`config.mk`:
```
export PLATFORM = sky130hd
export DESIGN_NAME = subservient_dbg_loader_flat
export DESIGN_NICKNAME = d
export VERILOG_FILES = /design/src/rtl/subservient_dbg_loader_pkg.sv /design/src/rtl/subservient_dbg_loader_if.sv /design/src/rtl/subservient_dbg_loader_packer.sv /design/src/rtl/subservient_dbg_loader.sv /design/src/flat_wrapper.sv
export SDC_FILE = /design/constraint.sdc
export NUM_CORES = 1
export LEC_CHECK = 0
export BUFFER_PORTS_ARGS = -buffer_cell sky130_fd_sc_hd__buf_4
export CORE_MARGIN = 2
export CORE_UTILIZATION = 53
export CTS_CLUSTER_DIAMETER = 50
export DETAILED_ROUTE_END_ITERATION = 10
export PLACE_DENSITY = 0.85
export SYNTH_ARGS = -nofsm -noshare
export SYNTH_HDL_FRONTEND = slang
export SYNTH_HIERARCHICAL = 1
export SYNTH_SLANG_ARGS = --single-unit
```
`constraint.sdc`:
```
create_clock -name i_clk -period 4.5 [get_ports i_clk]
set_clock_uncertainty 0.2 [all_clocks]
set_input_delay 0.225 -clock i_clk [delete_from_list [all_inputs] [get_ports i_clk]]
set_output_delay 0.225 -clock i_clk [all_outputs]
set_load 0.005 [all_outputs]
```
`src/rtl/subservient_dbg_loader_pkg.sv`:
```
// -----------------------------------------------------------------------------
// subservient_dbg_pkg
// Shared definitions for the subservient debug-port firmware loader:
//   - state_e      : loader FSM states (VERIFY is only reachable when readback
//                    checking is compiled in)
//   - SEL_ALL      : full-word Wishbone byte select
//   - DRAIN_CW     : width of the post-load drain counter
//   - insert_byte  : places a byte into one lane of a 32-bit word
//   - lane_keep_mask : keeps lanes 0..lane, zeroes everything above
// -----------------------------------------------------------------------------
package subservient_dbg_pkg;

    typedef enum logic [2:0] {
        ST_IDLE    = 3'd0,
        ST_COLLECT = 3'd1,
        ST_WRITE   = 3'd2,
        ST_VERIFY  = 3'd3,
        ST_DRAIN   = 3'd4
    } state_e;

    localparam logic [3:0] SEL_ALL  = 4'b1111;
    localparam int         DRAIN_CW = 8;

    function automatic logic [31:0] insert_byte(input logic [31:0] word,
                                                input logic [1:0]  lane,
                                                input logic [7:0]  data);
        logic [31:0] res;
        res = word;
        case (lane)
            2'd0:    res[7:0]   = data;
            2'd1:    res[15:8]  = data;
            2'd2:    res[23:16] = data;
            2'd3:    res[31:24] = data;
            default: res        = word;
        endcase
        return res;
    endfunction

    function automatic logic [31:0] lane_keep_mask(input logic [1:0] lane);
        logic [31:0] mask;
        case (lane)
            2'd0:    mask = 32'h0000_00FF;
            2'd1:    mask = 32'h0000_FFFF;
            2'd2:    mask = 32'h00FF_FFFF;
            2'd3:    mask = 32'hFFFF_FFFF;
            default: mask = 32'hFFFF_FFFF;
        endcase
        return mask;
    endfunction

endpackage

```
`src/rtl/subservient_dbg_loader_if.sv`:
```
// -----------------------------------------------------------------------------
// subservient_dbg_loader_if
// Bundles the loader's byte-stream input and its Wishbone debug master port.
//   master : loader side (consumes the stream, drives Wishbone requests)
//   slave  : environment side (produces the stream, answers Wishbone requests)
// Stream : i_data[7:0], i_valid, i_last -> ; o_ready <-
// Wishbone: o_wb_dbg_adr/dat[31:0], o_wb_dbg_sel[3:0], o_wb_dbg_we,
//           o_wb_dbg_stb -> ; i_wb_dbg_rdt[31:0], i_wb_dbg_ack <-
// -----------------------------------------------------------------------------
interface subservient_dbg_loader_if;

    logic [7:0]  i_data;
    logic        i_valid;
    logic        i_last;
    logic        o_ready;

    logic [31:0] o_wb_dbg_adr;
    logic [31:0] o_wb_dbg_dat;
    logic [3:0]  o_wb_dbg_sel;
    logic        o_wb_dbg_we;
    logic        o_wb_dbg_stb;
    logic [31:0] i_wb_dbg_rdt;
    logic        i_wb_dbg_ack;

    modport master (
        input  i_data, i_valid, i_last, i_wb_dbg_rdt, i_wb_dbg_ack,
        output o_ready, o_wb_dbg_adr, o_wb_dbg_dat, o_wb_dbg_sel,
               o_wb_dbg_we, o_wb_dbg_stb
    );

    modport slave (
        output i_data, i_valid, i_last, i_wb_dbg_rdt, i_wb_dbg_ack,
        input  o_ready, o_wb_dbg_adr, o_wb_dbg_dat, o_wb_dbg_sel,
               o_wb_dbg_we, o_wb_dbg_stb
    );

endinterface

```
`src/rtl/subservient_dbg_loader_packer.sv`:
```
// -----------------------------------------------------------------------------
// subservient_dbg_packer
// Packs accepted stream bytes little-endian into a 32-bit word and keeps the
// image byte count, including the overflow decision at count == memsize.
// Ports:
//   i_clk, i_rst_n    : clock, asynchronous active-low reset
//   i_clear           : start of a new load; empties word and count
//   i_accept          : a stream byte is handshaken this cycle
//   i_data, i_last    : the byte and its end-of-image marker
//   o_word            : registered word buffer (stable while it is written)
//   o_word_ready      : this handshake completes a word (lane 3 or last)
//   o_last            : this handshake carries the end-of-image marker
//   o_overflow        : this handshake was discarded because the image is full
//   o_count           : bytes accepted into the image
// -----------------------------------------------------------------------------
module subservient_dbg_packer
    import subservient_dbg_pkg::*;
#(
    parameter int memsize = 8192,
    parameter int aw      = $clog2(memsize)
) (
    input  logic        i_clk,
    input  logic        i_rst_n,
    input  logic        i_clear,
    input  logic        i_accept,
    input  logic [7:0]  i_data,
    input  logic        i_last,
    output logic [31:0] o_word,
    output logic        o_word_ready,
    output logic        o_last,
    output logic        o_overflow,
    output logic [aw:0] o_count
);

    localparam logic [aw:0] MEMSIZE_C = (aw+1)'(memsize);
    localparam logic [aw:0] CNT_ONE_C = (aw+1)'(1);
    localparam logic [aw:0] CNT_ZERO_C = (aw+1)'(0);

    logic [31:0] word_q, word_d;
    logic [aw:0] count_q, count_d;
    logic [1:0]  lane_s;
    logic        full_s;

    // The byte goes to the lane selected by the running count.
    assign lane_s = count_q[1:0];
    assign full_s = (count_q == MEMSIZE_C);

    // Byte insertion, zero fill on the final byte, count and overflow.
    always_comb begin
        word_d       = word_q;
        count_d      = count_q;
        o_word_ready = 1'b0;
        o_last       = 1'b0;
        o_overflow   = 1'b0;
        if (i_clear) begin
            word_d  = 32'h0000_0000;
            count_d = CNT_ZERO_C;
        end else if (i_accept) begin
            o_last = i_last;
            if (full_s) begin
                // Byte is swallowed: no lane write, no count change.
                o_overflow = 1'b1;
            end else begin
                word_d = insert_byte(word_q, lane_s, i_data);
                if (i_last) begin
                    // Stale bytes from the previous word must not leak out.
                    word_d = word_d & lane_keep_mask(lane_s);
                end else begin
                    word_d = insert_byte(word_q, lane_s, i_data);
                end
                count_d      = count_q + CNT_ONE_C;
                o_word_ready = (lane_s == 2'd3) || i_last;
            end
        end else begin
            word_d  = word_q;
            count_d = count_q;
        end
    end

    // Word buffer and byte count registers.
    always_ff @(posedge i_clk or negedge i_rst_n) begin
        if (!i_rst_n) begin
            word_q  <= 32'h0000_0000;
            count_q <= CNT_ZERO_C;
        end else begin
            word_q  <= word_d;
            count_q <= count_d;
        end
    end

    assign o_word  = word_q;
    assign o_count = count_q;

endmodule

```
`src/rtl/subservient_dbg_loader.sv`:
```
// -----------------------------------------------------------------------------
// subservient_dbg_loader
// Firmware loader in front of the subservient debug Wishbone port. Accepts a
// byte stream, writes it word by word to SRAM through the debug port while
// holding the SoC in debug mode, then releases debug mode after a drain delay.
// Parameters: memsize (bytes, power of two >= 16), aw, DRAIN_CYCLES (>= 2).
// Ports:
//   i_clk, i_rst_n : clock, asynchronous active-low reset
//   i_start        : begins a load when idle
//   bus (master)   : byte stream in, Wishbone debug master out
//   o_debug_mode   : drives the SoC debug-mode input
//   o_done         : sticky, load finished and debug mode released
//   o_error        : sticky, overflow or readback mismatch
//   o_count        : bytes accepted into the image
// Build option: define SUBSERVIENT_DBG_LOADER_READBACK_EN to read every word
// back after writing it and flag mismatches.
// -----------------------------------------------------------------------------
module subservient_dbg_loader
    import subservient_dbg_pkg::*;
#(
    parameter int memsize      = 8192,
    parameter int aw           = $clog2(memsize),
    parameter int DRAIN_CYCLES = 10
) (
    input  logic                     i_clk,
    input  logic                     i_rst_n,
    input  logic                     i_start,
    subservient_dbg_loader_if.master bus,
    output logic                     o_debug_mode,
    output logic                     o_done,
    output logic                     o_error,
    output logic [aw:0]              o_count
);

    // The counter is loaded one short because the first DRAIN cycle already
    // follows the cycle of the final ack (or final handshake).
    localparam logic [DRAIN_CW-1:0] DRAIN_LOAD_C = DRAIN_CW'(DRAIN_CYCLES - 1);
    localparam logic [DRAIN_CW-1:0] DRAIN_ONE_C  = DRAIN_CW'(1);

    state_e              state_q, state_d;
    logic                ready_q, ready_d;
    logic                stb_q, stb_d;
    logic                we_q, we_d;
    logic [3:0]          sel_q, sel_d;
    logic [31:0]         adr_q, adr_d;
    logic                dbg_q, dbg_d;
    logic                done_q, done_d;
    logic                err_q, err_d;
    logic                last_word_q, last_word_d;
    logic [DRAIN_CW-1:0] drain_q, drain_d;

    logic                clear_s;
    logic                accept_s;
    logic [31:0]         word_s;
    logic                word_ready_s;
    logic                last_s;
    logic                ovf_s;
    logic [aw:0]         count_s;

    assign accept_s = bus.i_valid & ready_q;

    subservient_dbg_packer #(
        .memsize (memsize),
        .aw      (aw)
    ) u_packer (
        .i_clk        (i_clk),
        .i_rst_n      (i_rst_n),
        .i_clear      (clear_s),
        .i_accept     (accept_s),
        .i_data       (bus.i_data),
        .i_last       (bus.i_last),
        .o_word       (word_s),
        .o_word_ready (word_ready_s),
        .o_last       (last_s),
        .o_overflow   (ovf_s),
        .o_count      (count_s)
    );

`ifndef SUBSERVIENT_DBG_LOADER_READBACK_EN
    // Read data is not needed without readback checking.
    logic rdt_unused_s;
    assign rdt_unused_s = ^bus.i_wb_dbg_rdt;
`endif

    // Loader FSM: next state and next values of all registered outputs.
    always_comb begin
        state_d     = state_q;
        ready_d     = 1'b0;
        stb_d       = 1'b0;
        we_d        = 1'b0;
        adr_d       = adr_q;
        dbg_d       = dbg_q;
        done_d      = done_q;
        err_d       = err_q;
        last_word_d = last_word_q;
        drain_d     = drain_q;
        clear_s     = 1'b0;
        case (state_q)
            ST_IDLE: begin
                if (i_start) begin
                    clear_s = 1'b1;
                    err_d   = 1'b0;
                    done_d  = 1'b0;
                    dbg_d   = 1'b1;
                    ready_d = 1'b1;
                    state_d = ST_COLLECT;
                end else begin
                    state_d = ST_IDLE;
                end
            end
            ST_COLLECT: begin
                ready_d = 1'b1;
                if (ovf_s) begin
                    err_d = 1'b1;
                end else begin
                    err_d = err_q;
                end
                if (word_ready_s) begin
                    state_d     = ST_WRITE;
                    ready_d     = 1'b0;
                    stb_d       = 1'b1;
                    we_d        = 1'b1;
                    // The byte just taken sits at address count_s; clear its lane bits.
                    adr_d       = {{(32-aw){1'b0}}, count_s[aw-1:2], 2'b00};
                    last_word_d = last_s;
                end else if (ovf_s && last_s) begin
                    state_d = ST_DRAIN;
                    ready_d = 1'b0;
                    drain_d = DRAIN_LOAD_C;
                end else begin
                    state_d = ST_COLLECT;
                end
            end
            ST_WRITE: begin
                stb_d = 1'b1;
                we_d  = 1'b1;
                if (bus.i_wb_dbg_ack) begin
`ifdef SUBSERVIENT_DBG_LOADER_READBACK_EN
                    we_d    = 1'b0;
                    state_d = ST_VERIFY;
`else
                    stb_d = 1'b0;
                    we_d  = 1'b0;
                    if (last_word_q) begin
                        state_d = ST_DRAIN;
                        drain_d = DRAIN_LOAD_C;
                    end else begin
                        state_d = ST_COLLECT;
                        ready_d = 1'b1;
                    end
`endif
                end else begin
                    state_d = ST_WRITE;
                end
            end
`ifdef SUBSERVIENT_DBG_LOADER_READBACK_EN
            ST_VERIFY: begin
                stb_d = 1'b1;
                we_d  = 1'b0;
                if (bus.i_wb_dbg_ack) begin
                    stb_d = 1'b0;
                    if (bus.i_wb_dbg_rdt != word_s) begin
                        err_d = 1'b1;
                    end else begin
                        err_d = err_q;
                    end
                    if (last_word_q) begin
                        state_d = ST_DRAIN;
                        drain_d = DRAIN_LOAD_C;
                    end else begin
                        state_d = ST_COLLECT;
                        ready_d = 1'b1;
                    end
                end else begin
                    state_d = ST_VERIFY;
                end
            end
`endif
            ST_DRAIN: begin
                if (drain_q <= DRAIN_ONE_C) begin
                    dbg_d   = 1'b0;
                    done_d  = 1'b1;
                    state_d = ST_IDLE;
                end else begin
                    drain_d = drain_q - DRAIN_ONE_C;
                end
            end
            default: begin
                state_d = ST_IDLE;
            end
        endcase
        if (stb_d) begin
            sel_d = SEL_ALL;
        end else begin
            sel_d = 4'b0000;
        end
    end

    // State and registered-output flops; reset drops stb and debug mode at once.
    always_ff @(posedge i_clk or negedge i_rst_n) begin
        if (!i_rst_n) begin
            state_q     <= ST_IDLE;
            ready_q     <= 1'b0;
            stb_q       <= 1'b0;
            we_q        <= 1'b0;
            sel_q       <= 4'b0000;
            adr_q       <= 32'h0000_0000;
            dbg_q       <= 1'b0;
            done_q      <= 1'b0;
            err_q       <= 1'b0;
            last_word_q <= 1'b0;
            drain_q     <= {DRAIN_CW{1'b0}};
        end else begin
            state_q     <= state_d;
            ready_q     <= ready_d;
            stb_q       <= stb_d;
            we_q        <= we_d;
            sel_q       <= sel_d;
            adr_q       <= adr_d;
            dbg_q       <= dbg_d;
            done_q      <= done_d;
            err_q       <= err_d;
            last_word_q <= last_word_d;
            drain_q     <= drain_d;
        end
    end

    assign bus.o_ready      = ready_q;
    assign bus.o_wb_dbg_adr = adr_q;
    assign bus.o_wb_dbg_dat = word_s;
    assign bus.o_wb_dbg_sel = sel_q;
    assign bus.o_wb_dbg_we  = we_q;
    assign bus.o_wb_dbg_stb = stb_q;
    assign o_debug_mode     = dbg_q;
    assign o_done           = done_q;
    assign o_error          = err_q;
    assign o_count          = count_s;

endmodule

```
`src/flat_wrapper.sv`:
```
// flat-port wrapper written by rule: the top's interface ports become plain ports
module subservient_dbg_loader_flat import subservient_dbg_pkg::*;
#(
    parameter int memsize      = 8192,
    parameter int aw           = $clog2(memsize),
    parameter int DRAIN_CYCLES = 10
)
  (i_clk, i_rst_n, i_start, o_debug_mode, o_done, o_error, o_count, bus_i_data, bus_i_valid, bus_i_last, bus_i_wb_dbg_rdt, bus_i_wb_dbg_ack, bus_o_ready, bus_o_wb_dbg_adr, bus_o_wb_dbg_dat, bus_o_wb_dbg_sel, bus_o_wb_dbg_we, bus_o_wb_dbg_stb);
  subservient_dbg_loader_if bus_i ();
  input  logic i_clk;
  input  logic i_rst_n;
  input  logic i_start;
  output logic o_debug_mode;
  output logic o_done;
  output logic o_error;
  output logic [aw:0] o_count;
  input wire logic [$bits(bus_i.i_data)-1:0] bus_i_data;
  input wire logic [$bits(bus_i.i_valid)-1:0] bus_i_valid;
  input wire logic [$bits(bus_i.i_last)-1:0] bus_i_last;
  input wire logic [$bits(bus_i.i_wb_dbg_rdt)-1:0] bus_i_wb_dbg_rdt;
  input wire logic [$bits(bus_i.i_wb_dbg_ack)-1:0] bus_i_wb_dbg_ack;
  output wire logic [$bits(bus_i.o_ready)-1:0] bus_o_ready;
  output wire logic [$bits(bus_i.o_wb_dbg_adr)-1:0] bus_o_wb_dbg_adr;
  output wire logic [$bits(bus_i.o_wb_dbg_dat)-1:0] bus_o_wb_dbg_dat;
  output wire logic [$bits(bus_i.o_wb_dbg_sel)-1:0] bus_o_wb_dbg_sel;
  output wire logic [$bits(bus_i.o_wb_dbg_we)-1:0] bus_o_wb_dbg_we;
  output wire logic [$bits(bus_i.o_wb_dbg_stb)-1:0] bus_o_wb_dbg_stb;
  assign bus_i.i_data = bus_i_data;
  assign bus_i.i_valid = bus_i_valid;
  assign bus_i.i_last = bus_i_last;
  assign bus_i.i_wb_dbg_rdt = bus_i_wb_dbg_rdt;
  assign bus_i.i_wb_dbg_ack = bus_i_wb_dbg_ack;
  assign bus_o_ready = bus_i.o_ready;
  assign bus_o_wb_dbg_adr = bus_i.o_wb_dbg_adr;
  assign bus_o_wb_dbg_dat = bus_i.o_wb_dbg_dat;
  assign bus_o_wb_dbg_sel = bus_i.o_wb_dbg_sel;
  assign bus_o_wb_dbg_we = bus_i.o_wb_dbg_we;
  assign bus_o_wb_dbg_stb = bus_i.o_wb_dbg_stb;
  subservient_dbg_loader #(.memsize(memsize), .aw(aw), .DRAIN_CYCLES(DRAIN_CYCLES)) u_core (.i_clk(i_clk), .i_rst_n(i_rst_n), .i_start(i_start), .bus(bus_i), .o_debug_mode(o_debug_mode), .o_done(o_done), .o_error(o_error), .o_count(o_count));
endmodule
```
==> run_results.csv, run 1 <==
group,metric,value,unit
power,pwr-share-seq,0.433,
die,rows,30,
timing,setup_violations,0,
cells_and_area,utilization,0.667,
clock_tree,cts_hold_buf,10,
grt,antenna_found_initial,0,
clock_tree,cts_resized,0,
cells_and_area,diodes,0,
power,p_sw_frac,0.350,
critical_path,required,4.54,ns
routing,dr.pass1.iters,4,
synth,yosys.area.top_type_share,0.505,
timing,fmax,0.293,GHz
placement,port_buffers,80,
synth,ys_warn_count,6,
clock_tree,cts_tree,"done",
power,p_clk_frac,0.245,
power,combPwrFrac,0.322,
placement,dp_hpwl,5.44,mm
placement,globalplace.congestion,0.823,
routing,drc,0,
die,core-area,6760,sq um
synth,synthArstFlopShare,1.00,
critical_path,arrival,3.45,ns
routing,first_iter_violations,111,
synth,ys_ff_latch,74,
synth,yosysMostFrequentCell,"dfrtp_1",
power,p_int,1440,uW
synth,synth_cell_types,53,
die,io_pins,134,
power,power.leakage,0.00214,uW
cells_and_area,nets,471,
synth,synthesis.area,3670,sq um
routing,via_per_inst,5.52,
timing,fin_crit_sh,0.758,
clock_tree,clk_pin_slew,0.08,ns
routing,ant_nets,0,
cells_and_area,fillers,502,
timing,grt_setup_unrepaired,"false",
power,power,2210,uW
synth,ys_seq_area_frac,0.505,
timing,fin_crit,3.41,ns
critical_path,crit_fanout,12,
clock_tree,cts_setup_buffers,0,
critical_path,criticalPathCategory,"reg2reg",
cells_and_area,fin_area,4500,sq um
synth,synth_flop_cell,"dfrtp_1",
synth,syn_avg_cell_area,11.0,sq um
clock_tree,cts_max_level,3,
clock_tree,cts-root-buf,"clkbuf_8",
job,maxCapViolations,0,
timing,fin_setup_tns,0,ns
synth,yosys-top-cells-area,"dfrtp_1 (50%), buf_4 (5.3%), a22o_1 (4.1%)",
cells_and_area,seqCellArea,1850,sq um
synth,synth_top_area_cell,"dfrtp_1",
synth,synthesis.instances,335,
die,die_h,87.2,um
timing,slew_headroom,0.393,
grt,grt_first_pass_wirelength,12.7,mm
power,switching_power,774,uW
cells_and_area,syn2layout_area_growth,22.8,%
synth,synth_edf_count,0,
placement,postPlaceCellArea,4200,sq um
cells_and_area,multiInputGateArea,1570,sq um
clock_tree,clock_sinks,74,
cells_and_area,drive_gt1_frac,0.292,
critical_path,end_kind,"register",
grt,grt_overflow_total,0,
routing,routed_wl,8.15,mm
timing,report.final.slew_viol_count,0,
routing,vias,2783,
grt,track_usage,0.215,
grt,first_global_vias,2700,
timing,hold_viol,0,
routing,wl_per_cell,16.2,um
worst_hold_path,min_path_type,"in2reg",
timing,hold_slack,0.0523,ns
power,peakVddDrop,186,uV
grt,grt_max_degree,75,
clock_tree,clk_latency,0.35,ns
clock_tree,cts_buffers,9,
die,dieArea,7600,sq um
run_status,status,"finished clean",
die,die_w,87.2,um
die,initial_core_util,0.543,
critical_path,crit_path_start_kind,"register",
clock_tree,cts_buffer_depth,2,
timing,worst_pin_slew,0.910,ns
power,power_density,492,nW/um^2
synth,synth_commonest_cells,"dfrtp_1 (74), nor2_1 (30), buf_4 (26), nand2b_1 (18)",
[worst max-delay path: stages, from the launching register on]
cell,delay (ns)
dfrtp_1,0.48
inv_1,0.10
ha_1,0.26
and4bb_1,0.23
a41oi_2,0.41
o21a_1,0.40
nor2b_1,0.33
nand3b_1,0.17
nor2_1,0.12
buf_4,0.23
mux2_2,0.36
[final cells by class]
cell class | instances | share of cell area
inverter | 17 | 0.0142
clock buffer | 9 | 0.0275
clock inverter | 7 | 0.0186
sequential | 74 | 0.411
timing repair buffer | 92 | 0.159
tap | 80 | 0.0222
multi-input combinational | 225 | 0.347
[layout by cell type, fill, tap and decap left out, types with 2 or more instances in the layout]
cell,n
buf_4,82
dfrtp_1,74
nor2_1,29
conb_1,21
nand2b_1,18
inv_1,17
a22o_1,17
mux2_2,13
a21oi_1,12
nand2_1,11
dlygate4sd3_1,10
mux2i_1,10
clkbuf_8,9
nor3_1,9
o32ai_1,8
xnor2_1,7
ha_1,6
nand4_1,6
xor2_1,5
nand3_1,4
nor2b_1,4
inv_6,3
and2_1,3
or3_1,3
nor4_1,3
o2111ai_1,3
nand3b_1,2
nor2_2,2
and3_1,2
and4_1,2
a21oi_2,2
o21ai_0,2
[final timing paths]
path	depth (start not counted)	endpoint	slack, ns	start
hold / removal	4	u_core/o_error	0.05	i_start
min in group asynchronous	2	u_core/u_packer/o_word[5]	0.34	i_rst_n
hold reg to reg	1	u_core/u_packer/o_word[18]	0.31	u_core/u_packer/o_word[18]
setup / recovery	10	u_core/bus.o_wb_dbg_adr[7]	1.09	u_core/u_packer/o_count[0]
setup reg to reg	10	u_core/bus.o_wb_dbg_adr[7]	1.09	u_core/u_packer/o_count[0]
max in group asynchronous	2	u_core/bus.o_wb_dbg_adr[2]	3.17	i_rst_n
[cells by family (layout without fill, tap and decap cells)]
family,count (synthesis),after routing,synth area share
AO/OA/AOI/OAI,54,54,0.119
XOR/XNOR,12,12,0.0286
adder cells (fa/ha/maj),6,6,0.0205
buffers and inverters,56,125,0.0897
flip-flops,74,74,0.505
multiplexers,24,24,0.0703
other,1,21,0.00102
AND/OR/NAND/NOR,108,108,0.166
[flip-flops by register name (all words and copies together) (netlist names)]
register	cells
u_core/bus.o_ready	1
u_core/bus.o_wb_dbg_adr	11
u_core/bus.o_wb_dbg_sel	1
u_core/drain_q	8
u_core/last_word_q	1
u_core/o_debug_mode	1
u_core/o_done	1
u_core/o_error	1
u_core/state_q	3
u_core/u_packer/o_count	14
u_core/u_packer/o_word	32
[power groups by stage]
stage,clock (uW),combinational (uW),sequential [uW]
4_1_cts,553,715,958
3_3_place_gp,0,676,962
2_1_floorplan,0,458,934
6_report,544,713,959
3_5_place_dp,0,703,969
5_1_grt,585,784,980
[through the flow]
step,instances,setup slack [ns]
floorplan,355,1.49
global placement,478,1.25
detailed placement,478,1.16
CTS,504,1.12
global route,504,0.930
finish,504,1.09
[per-layer routing]
metal,up-vias,wire [um],global-route usage
met2,115,4000,0.366
met1,1358,3500,0.271
met4,0,138,0.0699
met5,-,0,0
met3,12,516,0.0512
li1,1298,-,-
No activity file was read; power rests on OpenSTA's default activity.
==> inputs of run 2 (changes only) <==
--- a/config.mk
+++ b/config.mk
@@ -5,12 +5,13 @@
 export SDC_FILE = /design/constraint.sdc
 export NUM_CORES = 1
 export LEC_CHECK = 0
+export ABC_AREA = 1
 export BUFFER_PORTS_ARGS = -buffer_cell sky130_fd_sc_hd__buf_4
 export CORE_MARGIN = 2
-export CORE_UTILIZATION = 53
+export CORE_UTILIZATION = 52
 export CTS_CLUSTER_DIAMETER = 50
 export DETAILED_ROUTE_END_ITERATION = 10
-export PLACE_DENSITY = 0.85
+export PLACE_DENSITY = 0.8
 export SYNTH_ARGS = -nofsm -noshare
 export SYNTH_HDL_FRONTEND = slang
 export SYNTH_HIERARCHICAL = 1
==> constraint.sdc (replaced) <==
create_clock -name i_clk -period 3.51 [get_ports i_clk]
set_clock_uncertainty 0.2 [all_clocks]
set_input_delay 0.1755 -clock i_clk [delete_from_list [all_inputs] [get_ports i_clk]]
set_output_delay 0.1755 -clock i_clk [all_outputs]
set_load 0.005 [all_outputs]
==> run_results.csv, run 2 <==
group,metric,value,unit
cells_and_area,syn2layout_area_growth,15.3,%
critical_path,crit_path_start_kind,"register",
grt,gr-usage-met3,0.0527,
timing,report.final.slew_viol_count,0,
critical_path,reg2reg_depth,14,
clock_tree,cts_buffers,9,
grt,grt_max_degree,75,
timing,fmax,0.341,GHz
critical_path,path_cells,"inv_1, ha_1, nand3_1, nor2_1, nand2_1, nand2_1, nor2_1, nor2_1, nand2_1, nand2_1, nor2_4, inv_1, nand2_1, nand2_1",
grt,met1_usage,0.285,
grt,antenna_found_initial,0,
die,die_w,96.9,um
timing,slew_headroom,0.375,
die,io_pins,134,
routing,wl_per_cell,13.8,um
placement,place_worst_setup_slack,0.615,ns
synth,synthArstFlopShare,1.00,
timing,grt_setup_unrepaired,"false",
die,initial_core_util,0.540,
critical_path,crit_fanout,12,
synth,synthesis.instances,563,
synth,synth_top_area_cell,"dfrtp_1",
grt,busiest_layer,"met2",
power,pwr-share-seq,0.360,
routing,vias,3929,
worst_hold_path,min_delay_path_depth,5,
cells_and_area,drive_gt1_frac,0.247,
cells_and_area,final_cell_mix,"nand2_1 (177), buf_4 (81), dfrtp_1 (74)",
critical_path,r2r-end,"u_core/drain_q[2]",
worst_hold_path,hold_start,"bus_i_data[2]",
routing,dr.pass1.iters,8,
cells_and_area,largest_reg_flops,32,
power,p_int,2120,uW
grt,track_usage,0.219,
clock_tree,clock_sinks,74,
cells_and_area,layout.cells.non_filler,740,
synth,synth_cell_types,35,
die,die_h,96.9,um
die,dieArea,9380,sq um
die,rows,33,
critical_path,criticalPathCategory,"reg2reg",
synth,synth_commonest_cells,"nand2_1 (177), dfrtp_1 (74), inv_1 (47), nand3_1 (37), nor2_1 (36)",
clock_tree,cts-root-buf,"clkbuf_8",
cells_and_area,diodes,0,
synth,syn_avg_cell_area,7.97,sq um
synth,synthesis.area,4480,sq um
routing,first_iter_violations,355,
timing,fin_crit,2.94,ns
critical_path,r2r_start,"u_core/u_packer/o_count[0]",
synth,yosys.area.top_type_share,0.413,
critical_path,end_kind,"register",
clock_tree,cts_tree,"done",
timing,hold_viol,0,
power,p_sw_frac,0.406,
grt,grt_first_pass_wirelength,17.3,mm
synth,yosysMostFrequentCell,"nand2_1",
grt,use_met2,0.361,
routing,drc,0,
clock_tree,clk_pin_slew,0.08,ns
synth,ys_warn_count,6,
synth,ys_ff_latch,74,
critical_path,cp_slowest_cell,"dfrtp_1",
worst_hold_path,whs_endpoint,"u_core/u_packer/o_word[2]",
power,p_clk_frac,0.211,
timing,setup_ws,0.573,ns
synth,ys_seq_area_frac,0.413,
routing,routed_wl,10.2,mm
synth,yosys-top-cells-area,"dfrtp_1 (41%), nand2_1 (15%), o21ai_2 (5.1%)",
critical_path,required,3.56,ns
critical_path,cp_slowest_stage_delay,0.58,ns
cells_and_area,nets,682,
die,core-area,8300,sq um
placement,port_buffers,80,
timing,fin_setup_tns,0,ns
timing,setup_violations,0,
critical_path,crit_top_cell,"nand2_1",
synth,synth_edf_count,0,
clock_tree,cts_max_level,3,
power,combPwrFrac,0.429,
placement,dp_hpwl,7.11,mm
power,switching_power,1450,uW
run_status,status,"finished clean",
grt,first_global_vias,3698,
power,peakVddDrop,455,uV
power,power.leakage,0.00271,uW
critical_path,arrival,2.99,ns
clock_tree,cts_resized,0,
grt,grt_overflow_total,0,
critical_path,r2r_slack,0.57,ns
routing,ant_nets,0,
timing,fin_crit_sh,0.837,
synth,synth_flop_cell,"dfrtp_1",
timing,worst_pin_slew,0.937,ns
job,maxCapViolations,0,
placement,placed_cells,722,
worst_hold_path,min_path_type,"in2reg",
placement,globalplace.congestion,0.933,
cells_and_area,final_common_cell,"nand2_1",
clock_tree,cts_buffer_depth,2,
clock_tree,clk_latency,0.35,ns
routing,via_per_inst,5.31,
power,power_density,690,nW/um^2
[run 2: logic make-up after synthesis]
logic type / after synthesis / synth area share
mux: 12 / 0.0368
xor+xnor: 5 / 0.00977
flops: 74 / 0.413
other cells: 1 / 0.000836
simple gates: 289 / 0.285
compound gates: 81 / 0.115
buf+inv: 95 / 0.123
fa+ha+maj: 6 / 0.0167
[run 2: per-layer routing]
layer | routed length [um] | vias up | share of wire
li1 | - | 1899 | -
met4 | 133 | 0 | 0.013
met3 | 659 | 16 | 0.064
met2 | 5070 | 149 | 0.50
met5 | 0 | - | 0
met1 | 4360 | 1865 | 0.43
[run 2: cell type report]
type / count / area (sq um)
Clock inverter: 6 / 88.8
Fill cell: 714 / 3130
Multi-Input combinational cell: 414 / 2150
Inverter: 48 / 180
Sequential cell: 74 / 1850
Tap cell: 105 / 131
Clock buffer: 10 / 138
Timing Repair Buffer: 83 / 628
[run 2: what timing repair did]
item,4_1_cts,5_1_grt
buffers inserted,0,0
hold endpoints to repair,78,0
hold buffers,2,0
[run 2: worst max path at each step]
stage          slack [ns]                          to  depth (start not counted)                  startpoint
2_1_floorplan        1.11  u_core/bus.o_wb_dbg_adr[2]                         11  u_core/u_packer/o_count[0]
3_3_place_gp         0.72           u_core/drain_q[3]                         14  u_core/u_packer/o_count[0]
3_5_place_dp         0.61           u_core/drain_q[2]                         14  u_core/u_packer/o_count[0]
4_1_cts              0.59           u_core/drain_q[2]                         14  u_core/u_packer/o_count[0]
5_1_grt              0.22           u_core/drain_q[2]                         14  u_core/u_packer/o_count[0]
6_report             0.57           u_core/drain_q[2]                         14  u_core/u_packer/o_count[0]
[run 2: power groups by stage]
| stage | Sequential [uW] | Clock [uW] | Combinational [uW] |
|---|---|---|---|
| after detailed placement | 1300 | 0 | 1520 |
| final | 1290 | 752 | 1530 |
| after global routing | 1320 | 799 | 1710 |
| after floorplan | 1270 | 0 | 1120 |
| after global placement | 1290 | 0 | 1470 |
| after CTS | 1290 | 767 | 1530 |
[run 2: metrics by stage]
stage | power (uW) | utilization | hold slack [ns] | area, sq um
floorplan | 2390 | - | -0.320 | 4560
global placement | 2760 | 0.594 | 0.176 | 4930
detailed placement | 2820 | 0.594 | 0.186 | 4930
CTS | 3590 | 0.623 | 0.0114 | 5170
global route | 3830 | 0.623 | 0.0341 | 5170
finish | 3570 | 0.623 | 0.0220 | 5170
[run 2: critical path: cells and delay by family (launching register included)]
| family | cells | cell delay, ns |
|---|---|---|
| flops | 1 | 0.58 |
| fa+ha+maj | 1 | 0.38 |
| buf+inv | 2 | 0.26 |
| simple gates | 11 | 1.42 |
